[config.mk]
export PLATFORM = sky130hd
export DESIGN_NAME = prvp_spi_slave_tx_ctrl
export DESIGN_NICKNAME = d
export VERILOG_FILES = /design/src/rtl/prvp_spi_slave_tx_ctrl.sv
export SDC_FILE = /design/constraint.sdc
export NUM_CORES = 1
export LEC_CHECK = 0
export ABC_AREA = 1
export CAP_MARGIN = 10
export CORE_ASPECT_RATIO = 1.4
export CORE_MARGIN = 5
export CORE_UTILIZATION = 30
export DETAILED_ROUTE_END_ITERATION = 10
export SYNTH_ARGS = -nofsm -noshare
export SYNTH_HDL_FRONTEND = slang
export SYNTH_SLANG_ARGS = --single-unit
[constraint.sdc]
create_clock -name clk -period 4.2 [get_ports clk]
set_input_delay 0.42 -clock clk [delete_from_list [all_inputs] [get_ports clk]]
set_output_delay 0.42 -clock clk [all_outputs]
set_load 0.01 [all_outputs]
[src/rtl/prvp_spi_slave_tx_ctrl.sv]
`default_nettype none
// ============================================================================
//  Module   : prvp_spi_slave_tx_ctrl
//  Purpose  : Read-response burst sequencer for the quad/single SPI slave
//             transmit shifter. Inserts optional dummy clocks, then feeds
//             len_words 32-bit words from the read-data FIFO to the shifter
//             back-to-back. An empty FIFO at a word boundary is covered by a
//             fixed pattern word and flagged as a sticky underrun.
//  Revision : 1.0  initial release
// ============================================================================
module prvp_spi_slave_tx_ctrl #(
  parameter int          LEN_W            = 16,
  parameter int          DUMMY_W          = 5,
  parameter logic [31:0] UNDERRUN_PATTERN = 32'hDEAD_BEEF
) (
  input  logic               clk,
  input  logic               rst,
  input  logic               abort,
  input  logic               start,
  input  logic               en_quad,
  input  logic [LEN_W-1:0]   len_words,
  input  logic [DUMMY_W-1:0] dummy_cycles,
  input  logic [31:0]        fifo_data,
  input  logic               fifo_valid,
  output logic               fifo_ready,
  output logic [7:0]         tx_counter,
  output logic               tx_counter_upd,
  output logic [31:0]        tx_data,
  output logic               tx_data_valid,
  input  logic               tx_done,
  output logic               busy,
  output logic               burst_done,
  output logic               underrun,
  output logic [LEN_W-1:0]   words_sent
);

  // Shifter terminal counts: 8 clocks per word in quad mode, 32 in single.
  localparam logic [7:0] C_CNT_QUAD   = 8'd7;
  localparam logic [7:0] C_CNT_SINGLE = 8'd31;

  typedef enum logic [1:0] {
    ST_IDLE  = 2'd0,
    ST_DUMMY = 2'd1,
    ST_LOAD  = 2'd2,
    ST_SHIFT = 2'd3
  } state_t;

  state_t             state_q, state_d;
  logic               quad_q, quad_d;
  logic [LEN_W-1:0]   len_q, len_d;
  logic [DUMMY_W-1:0] dummy_q, dummy_d;
  logic [DUMMY_W-1:0] dummy_cnt_q, dummy_cnt_d;
  logic [LEN_W-1:0]   words_sent_q, words_sent_d;
  logic               underrun_q, underrun_d;
  logic               zero_len_done_q, zero_len_done_d;

  logic               w_kill;
  logic               w_last_word;
  logic               w_load_word;
  logic               w_first_load;
  logic               w_burst_end;

  // Next-state and word-load decode. abort (and rst) suppress every
  // same-cycle action so that no pop or load can slip out while the burst
  // is being torn down.
  always_comb begin
    state_d         = state_q;
    quad_d          = quad_q;
    len_d           = len_q;
    dummy_d         = dummy_q;
    dummy_cnt_d     = dummy_cnt_q;
    words_sent_d    = words_sent_q;
    underrun_d      = underrun_q;
    zero_len_done_d = 1'b0;
    w_load_word     = 1'b0;
    w_first_load    = 1'b0;
    w_burst_end     = 1'b0;
    w_kill          = abort | rst;
    // words_sent never exceeds len_q, so this also acts as the saturation guard
    w_last_word     = (words_sent_q >= len_q);

    case (state_q)
      ST_IDLE: begin
        if (start) begin
          quad_d       = en_quad;
          len_d        = len_words;
          dummy_d      = dummy_cycles;
          dummy_cnt_d  = '0;
          words_sent_d = '0;
          underrun_d   = 1'b0;
          if (len_words == '0) begin
            zero_len_done_d = 1'b1;
          end else if (dummy_cycles != '0) begin
            state_d = ST_DUMMY;
          end else begin
            state_d = ST_LOAD;
          end
        end
      end

      ST_DUMMY: begin
        if (dummy_cnt_q == (dummy_q - DUMMY_W'(1))) begin
          state_d = ST_LOAD;
        end else begin
          dummy_cnt_d = dummy_cnt_q + DUMMY_W'(1);
        end
      end

      ST_LOAD: begin
        w_load_word  = 1'b1;
        w_first_load = 1'b1;
        state_d      = ST_SHIFT;
      end

      ST_SHIFT: begin
        if (tx_done) begin
          if (!w_last_word) begin
            // Reload on the shifter's last count keeps the stream gapless.
            w_load_word = 1'b1;
          end else begin
            w_burst_end = 1'b1;
            state_d     = ST_IDLE;
          end
        end
      end

      default: begin
        state_d = ST_IDLE;
      end
    endcase

    if (w_load_word) begin
      words_sent_d = words_sent_q + LEN_W'(1);
      if (!fifo_valid) begin
        underrun_d = 1'b1;
      end
    end

    if (w_kill) begin
      // Abort keeps underrun for post-mortem; rst clears it in the flop block.
      state_d         = ST_IDLE;
      quad_d          = 1'b1;
      words_sent_d    = '0;
      dummy_cnt_d     = '0;
      underrun_d      = underrun_q;
      zero_len_done_d = 1'b0;
      w_load_word     = 1'b0;
      w_first_load    = 1'b0;
      w_burst_end     = 1'b0;
    end
  end

  // Burst state registers with synchronous reset.
  always_ff @(posedge clk) begin
    if (rst) begin
      state_q         <= ST_IDLE;
      quad_q          <= 1'b1;
      len_q           <= '0;
      dummy_q         <= '0;
      dummy_cnt_q     <= '0;
      words_sent_q    <= '0;
      underrun_q      <= 1'b0;
      zero_len_done_q <= 1'b0;
    end else begin
      state_q         <= state_d;
      quad_q          <= quad_d;
      len_q           <= len_d;
      dummy_q         <= dummy_d;
      dummy_cnt_q     <= dummy_cnt_d;
      words_sent_q    <= words_sent_d;
      underrun_q      <= underrun_d;
      zero_len_done_q <= zero_len_done_d;
    end
  end

  // Shifter and FIFO handshake outputs. Loads must be combinational on
  // tx_done so the next word enters on the previous word's last count.
  always_comb begin
    tx_data_valid  = w_load_word;
    tx_counter_upd = w_first_load;
    fifo_ready     = w_load_word & fifo_valid;
    tx_data        = 32'd0;
    if (w_load_word) begin
      tx_data = fifo_valid ? fifo_data : UNDERRUN_PATTERN;
    end
    tx_counter = ((state_q != ST_IDLE) && !quad_q) ? C_CNT_SINGLE : C_CNT_QUAD;
  end

  // Status outputs.
  always_comb begin
    busy       = (state_q != ST_IDLE);
    burst_done = w_burst_end | zero_len_done_q;
    underrun   = underrun_q;
    words_sent = words_sent_q;
  end

endmodule
`default_nettype wire

; ---- Word-level counts from Yosys, hierarchy flattened
; Index checks and enable logic that the tools add are counted.
[totals]
elab_cells = 73
reg_bits = 47
[classes]
order_cmp = 1
addsub = 3
bitwise_logic = 5
n_mux = 31
reduce_logical = 15
n_eq_ne = 10
[ops]
columns = op, count
row1 = 32-bit two-way mux, 2
row2 = 16-bit two-way mux, 3
row3 = "16-bit by 1-bit adder with 16-bit output, second input constant", 1
row4 = 16-bit >= comparator, 1
row5 = 16-bit logical NOT, 1
row6 = 5-bit two-way mux, 3
row7 = 1-bit two-way mux, 14
row8 = 2-bit two-way mux, 6
row9 = "2-bit inequality test, second input constant", 6
row10 = 5-bit case mux with 2 select lines, 1
row11 = 2-bit case mux with 4 select lines, 1
row12 = 2-bit nonzero test, 4
row13 = "5-bit by 1-bit adder with 5-bit output, second input constant", 1
row14 = 5-bit equality test, 1
row15 = 5-bit AND reduction, 1
row16 = 5-bit nonzero test, 1
row17 = "5-bit by 1-bit subtractor with 5-bit output, second input constant", 1
row18 = "2-bit equality test, second input constant", 2
row19 = 2-bit AND reduction, 2
row20 = 4-bit OR reduction, 1
row21 = 3-bit AND reduction, 1
row22 = "2-bit by 1-bit equality test with 1-bit output, second input constant", 1
row23 = 2-bit logical NOT, 1
row24 = 1-bit inverter, 2
row25 = other kinds (6), 7

; ---- Longest topological paths before layout
[depth]
ltp_word = 6
mapped_depth = 16
ltp_nobuf = 16

; ---- Worst setup path after synthesis
; Ideal clock, no wire load.
[synth_path]
path_type = reg-to-output
from = register words_sent_q[5], in the netlist words_sent[5]
to = output port tx_data[21]
slack_ps = 1978
arrival_ps = 1802
required_ps = 3780
stages_incl_launch_ff = 12
cell_sequence = dfxtp_1 ha_1 a21oi_1 nor2_1 nor2_1 nand2_1 nand2_2 nand4_4 nand2_4 nand2_4 buf_6 nor2_1
[synth_between]
elab_chain_len = 6
[synth_lines]
columns = element, line
row1 = start: declaration, 53  ; logic [LEN_W-1:0] words_sent_q, words_sent_d;
row2 = start signal: assignment, 170  ; words_sent_q <= words_sent_d;
row3 = 16-bit >= comparator, 80  ; w_last_word = (words_sent_q >= len_q);
row4 = 1-bit two-way mux, 117  ; if (!w_last_word) begin
row5 = 1-bit two-way mux, 116  ; if (tx_done) begin
row6 = 1-bit case mux with 2 select lines, 82  ; case (state_q)
row7 = 1-bit two-way mux, 139  ; if (w_kill) begin
row8 = 32-bit two-way mux, 183  ; if (w_load_word) begin
row9 = end: declaration, 28  ; output logic [31:0] tx_data,
; Every way passes these cells.

; ---- Worst setup path in the final report
[layout_path]
from = register words_sent_q[13], in the netlist words_sent[13]
to = output port tx_data[20]
; The elaborated chain is that of the path after synthesis.

==> summary.txt <==
Run status
  • Outcome: finished, final reports clean

Power and ir drop
  • Pwr/cell area: 257 nW/um^2
  • P_leak: 2.02 nW
  • VDD IR max: 0.187 mV

Setup path
  • Worst-path fanout max: 34
  • CP Class: flop to output pin
  • R2R Setup Slk: 1.82 ns
  • Worst Setup Start Kind: flop
  • Crit-path cells: ha_1 > nand2_1 > nand2_1 > nand3_1 > nand2_1 > a21oi_4 > nand4_4 > nand2_4 > nand2_4 > nor2_1 > clkdlybuf4s50_1
  • Slowest cell on crit path: clkdlybuf4s50_1
  • Reg2reg path depth: 12
  • WP data required: 3.78 ns
  • CP max stage delay: 0.56 ns
  • Crit. End Element: output pin
  • Worst path arrival time: 3.12 ns
  • Reg-to-reg critical path startpoint: words_sent[13]
  • Crit path to: tx_data[20]
  • Cell mode on critical path: nand2_1
  • Worst Setup SP: words_sent[13]
  • Reg2reg end: words_sent[1]

Clock tree
  • CTS sink cnt: 47
  • Total CTS buffers: 5
  • PostCTS Resize Cnt: 0
  • Post-CTS setup buffers: 0
  • Longest Clk Path Bufs: 2
  • CTS tree: done
  • H-Tree Depth: 2
  • CTS clock-pin slew for the worst setup and hold paths: 0.07 ns
  • Post-CTS Hold Buffers: 0
  • Root buffer cell: clkbuf_16
  • Worst skew pair latency: 0.29 ns

Placement
  • DP Area: 4540 um^2
  • GPL Wtd Cong: 0.882
  • DP Wirelength: 8120 um
  • Port Buffers: 115

Route
  • Routed Antenna Nets: 0
  • Vias after detailed routing: 3499
  • Pre-antenna DRT Iters: 4
  • Drt via density: 4.68
  • Routed WL: 10300 um
  • DRC errors left: 0
  • Wirelength per Cell: 13.8 um
  • Initial DRC count: 117

Floorplan
  • Die Ht: 135 um
  • FP Rows: 45
  • Die W: 99.1 um
  • I/O Pins: 122
  • Core area: 10900 um^2
  • Die footprint: 13400 um^2
  • Initial Utilization: 30.7%

STA
  • RSZ-0062 raised after global routing: no
  • Fin. max-slew vios: 0
  • Setup_tns: 0 ns
  • Slew margin rel.: 56.6%
  • Tmin final: 3.54 ns
  • Fmax: 282 MHz
  • Clock skew: 0.00432 ns
  • Worst-margin pin slew: 0.647 ns
  • Tcrit/Tclk final: 84.4%
  • Final hold violations: 0
  • Setup violators final: 0

Logic synthesis
  • YS warnings: 0
  • Synth Area per Inst: 6.66 um^2
  • Yosys cell types: 37
  • Seq cells post-synth: 47
  • Seq/Total Area, Yosys: 28.2%
  • Cell Area, Synth: 3330 um^2
  • Gate count of the mapped netlist: 501

Flow run
  • Max-cap violations: 0

Finish
  • Design area: 4720 um^2
  • Fraction of layout cells with a size suffix above 1: 6.27%
  • Final nets: 688
  • Antenna diodes: 0
  • Area delta synth->final: 41.6%
  • Fin util: 43.4%
  • Fillers: 1119

GRT
  • Antenna violations before repair: 0
  • First-pass GRT wire length: 16300 um
  • Total track usage: 14.9%
  • Largest net degree at the start of global routing: 50
  • Total gr overflow: 0
  • Vias in the first global route: 3369

Worst hold path
  • Worst Hold Class: flop to flop
  • Hold path startpoint: len_q[0]
## cells by family after synthesis
group	share of synthesized area [%]
AOI/OAI and AO/OA	11.3
xor gates and xnor gates	4.20
adders and majority gates	8.63
buffers and inverters	11.8
DFF	28.2
other	0.225
and+or+nand+nor	35.7
## cell usage after synthesis, drive strengths merged
cell,count,area share [%]
a211oi,19,4.3
a21o,2,0.45
a21oi,26,4.2
a22oi,1,0.23
a31o,1,0.26
buf,16,3.8
clkbuf,10,1.1
clkinv,2,0.23
conb,2,0.23
dfxtp,47,28
ha,23,8.6
inv,59,6.6
nand2,99,12
nand3,22,3.6
nand3b,1,0.23
nand4,22,4.6
nor2,112,14
nor3,7,1.2
nor4,3,0.56
o2111ai,2,0.53
o21ai,7,1.1
o21bai,1,0.23
or2,1,0.19
xnor2,2,0.53
xor2,14,3.7
## worst min-delay path by stage
stage / end / slack, ns / cells after the start
floorplan: len_q[1] / 0.44 / 2
global placement: quad_q / 0.46 / 2
detailed placement: quad_q / 0.46 / 2
CTS: len_q[0] / 0.47 / 2
global route: len_q[0] / 0.50 / 2
finish: len_q[0] / 0.47 / 2
## power breakdown
| group | switching, mW | leakage, nW | total, mW | internal, mW |
|---|---|---|---|---|
| clock network | 0.178 | 0.0875 | 0.477 | 0.299 |
| logic | 0.145 | 1.55 | 0.261 | 0.116 |
| registers | 0.00880 | 0.384 | 0.476 | 0.467 |
| total | 0.332 | 2.02 | 1.21 | 0.883 |
## flip-flops by register name, summed over array words and instances, names as in the netlist
register,flops
quad_q,1
state_q,2
zero_len_done_q,1
len_q,16
dummy_cnt_q,5
dummy_q,5
words_sent,16
underrun,1
## cells in the final DEF (no fill, tap or decap), types with 2 or more instances in the layout
cell type        instances
a211oi_1                19
a21o_1                   2
a21oi_1                 25
buf_4                    4
clkbuf_16                5
clkdlybuf4s50_1        115
clkinv_1                 2
conb_1                   6
dfxtp_1                 47
ha_1                    23
inv_1                   57
inv_2                    2
nand2_1                 94
nand2_2                  3
nand2_4                  2
nand3_1                 20
nand3_2                  2
nand4_1                 21
nor2_1                 100
nor2_2                  12
nor3_1                   6
nor4_1                   3
o2111ai_1                2
o21ai_0                  7
xnor2_1                  2
xor2_1                  14
## metal layers
metal | GRT usage, % | wire, um
met5 | 0 | 0
met3 | 2.12 | 286
met4 | 6.68 | 379
met2 | 28.0 | 5460
met1 | 16.4 | 4200
## critical path: cells and delay by family, from the launching register on
kind                       cells  cell delay, ns
buffers and inverters          1            0.56
AOI/OAI and AO/OA              1            0.17
and+or+nand+nor                8            1.25
DFF                            1            0.52
adders and majority gates      1            0.30
## stage by stage
stage	instances	total power [mW]	hold WS (ns)	setup WS, ns
global route	747	1.28	0.496	0.433
detailed placement	739	0.748	0.463	0.972
global placement	739	0.744	0.458	1.05
CTS	747	1.23	0.475	0.640
floorplan	505	0.643	0.441	1.98
finish	747	1.21	0.471	0.656
## cell type report
class / count / area (um^2) / area share, %
clock buffer: 6 / 139 / 2.94
inverter: 61 / 229 / 4.85
tap: 141 / 176 / 3.74
timing repair buffer: 119 / 1180 / 25.0
multi-input combinational: 371 / 2020 / 42.7
clock inverter: 2 / 38.8 / 0.822
sequential: 47 / 941 / 19.9
(Power assumes the default switching activity.)
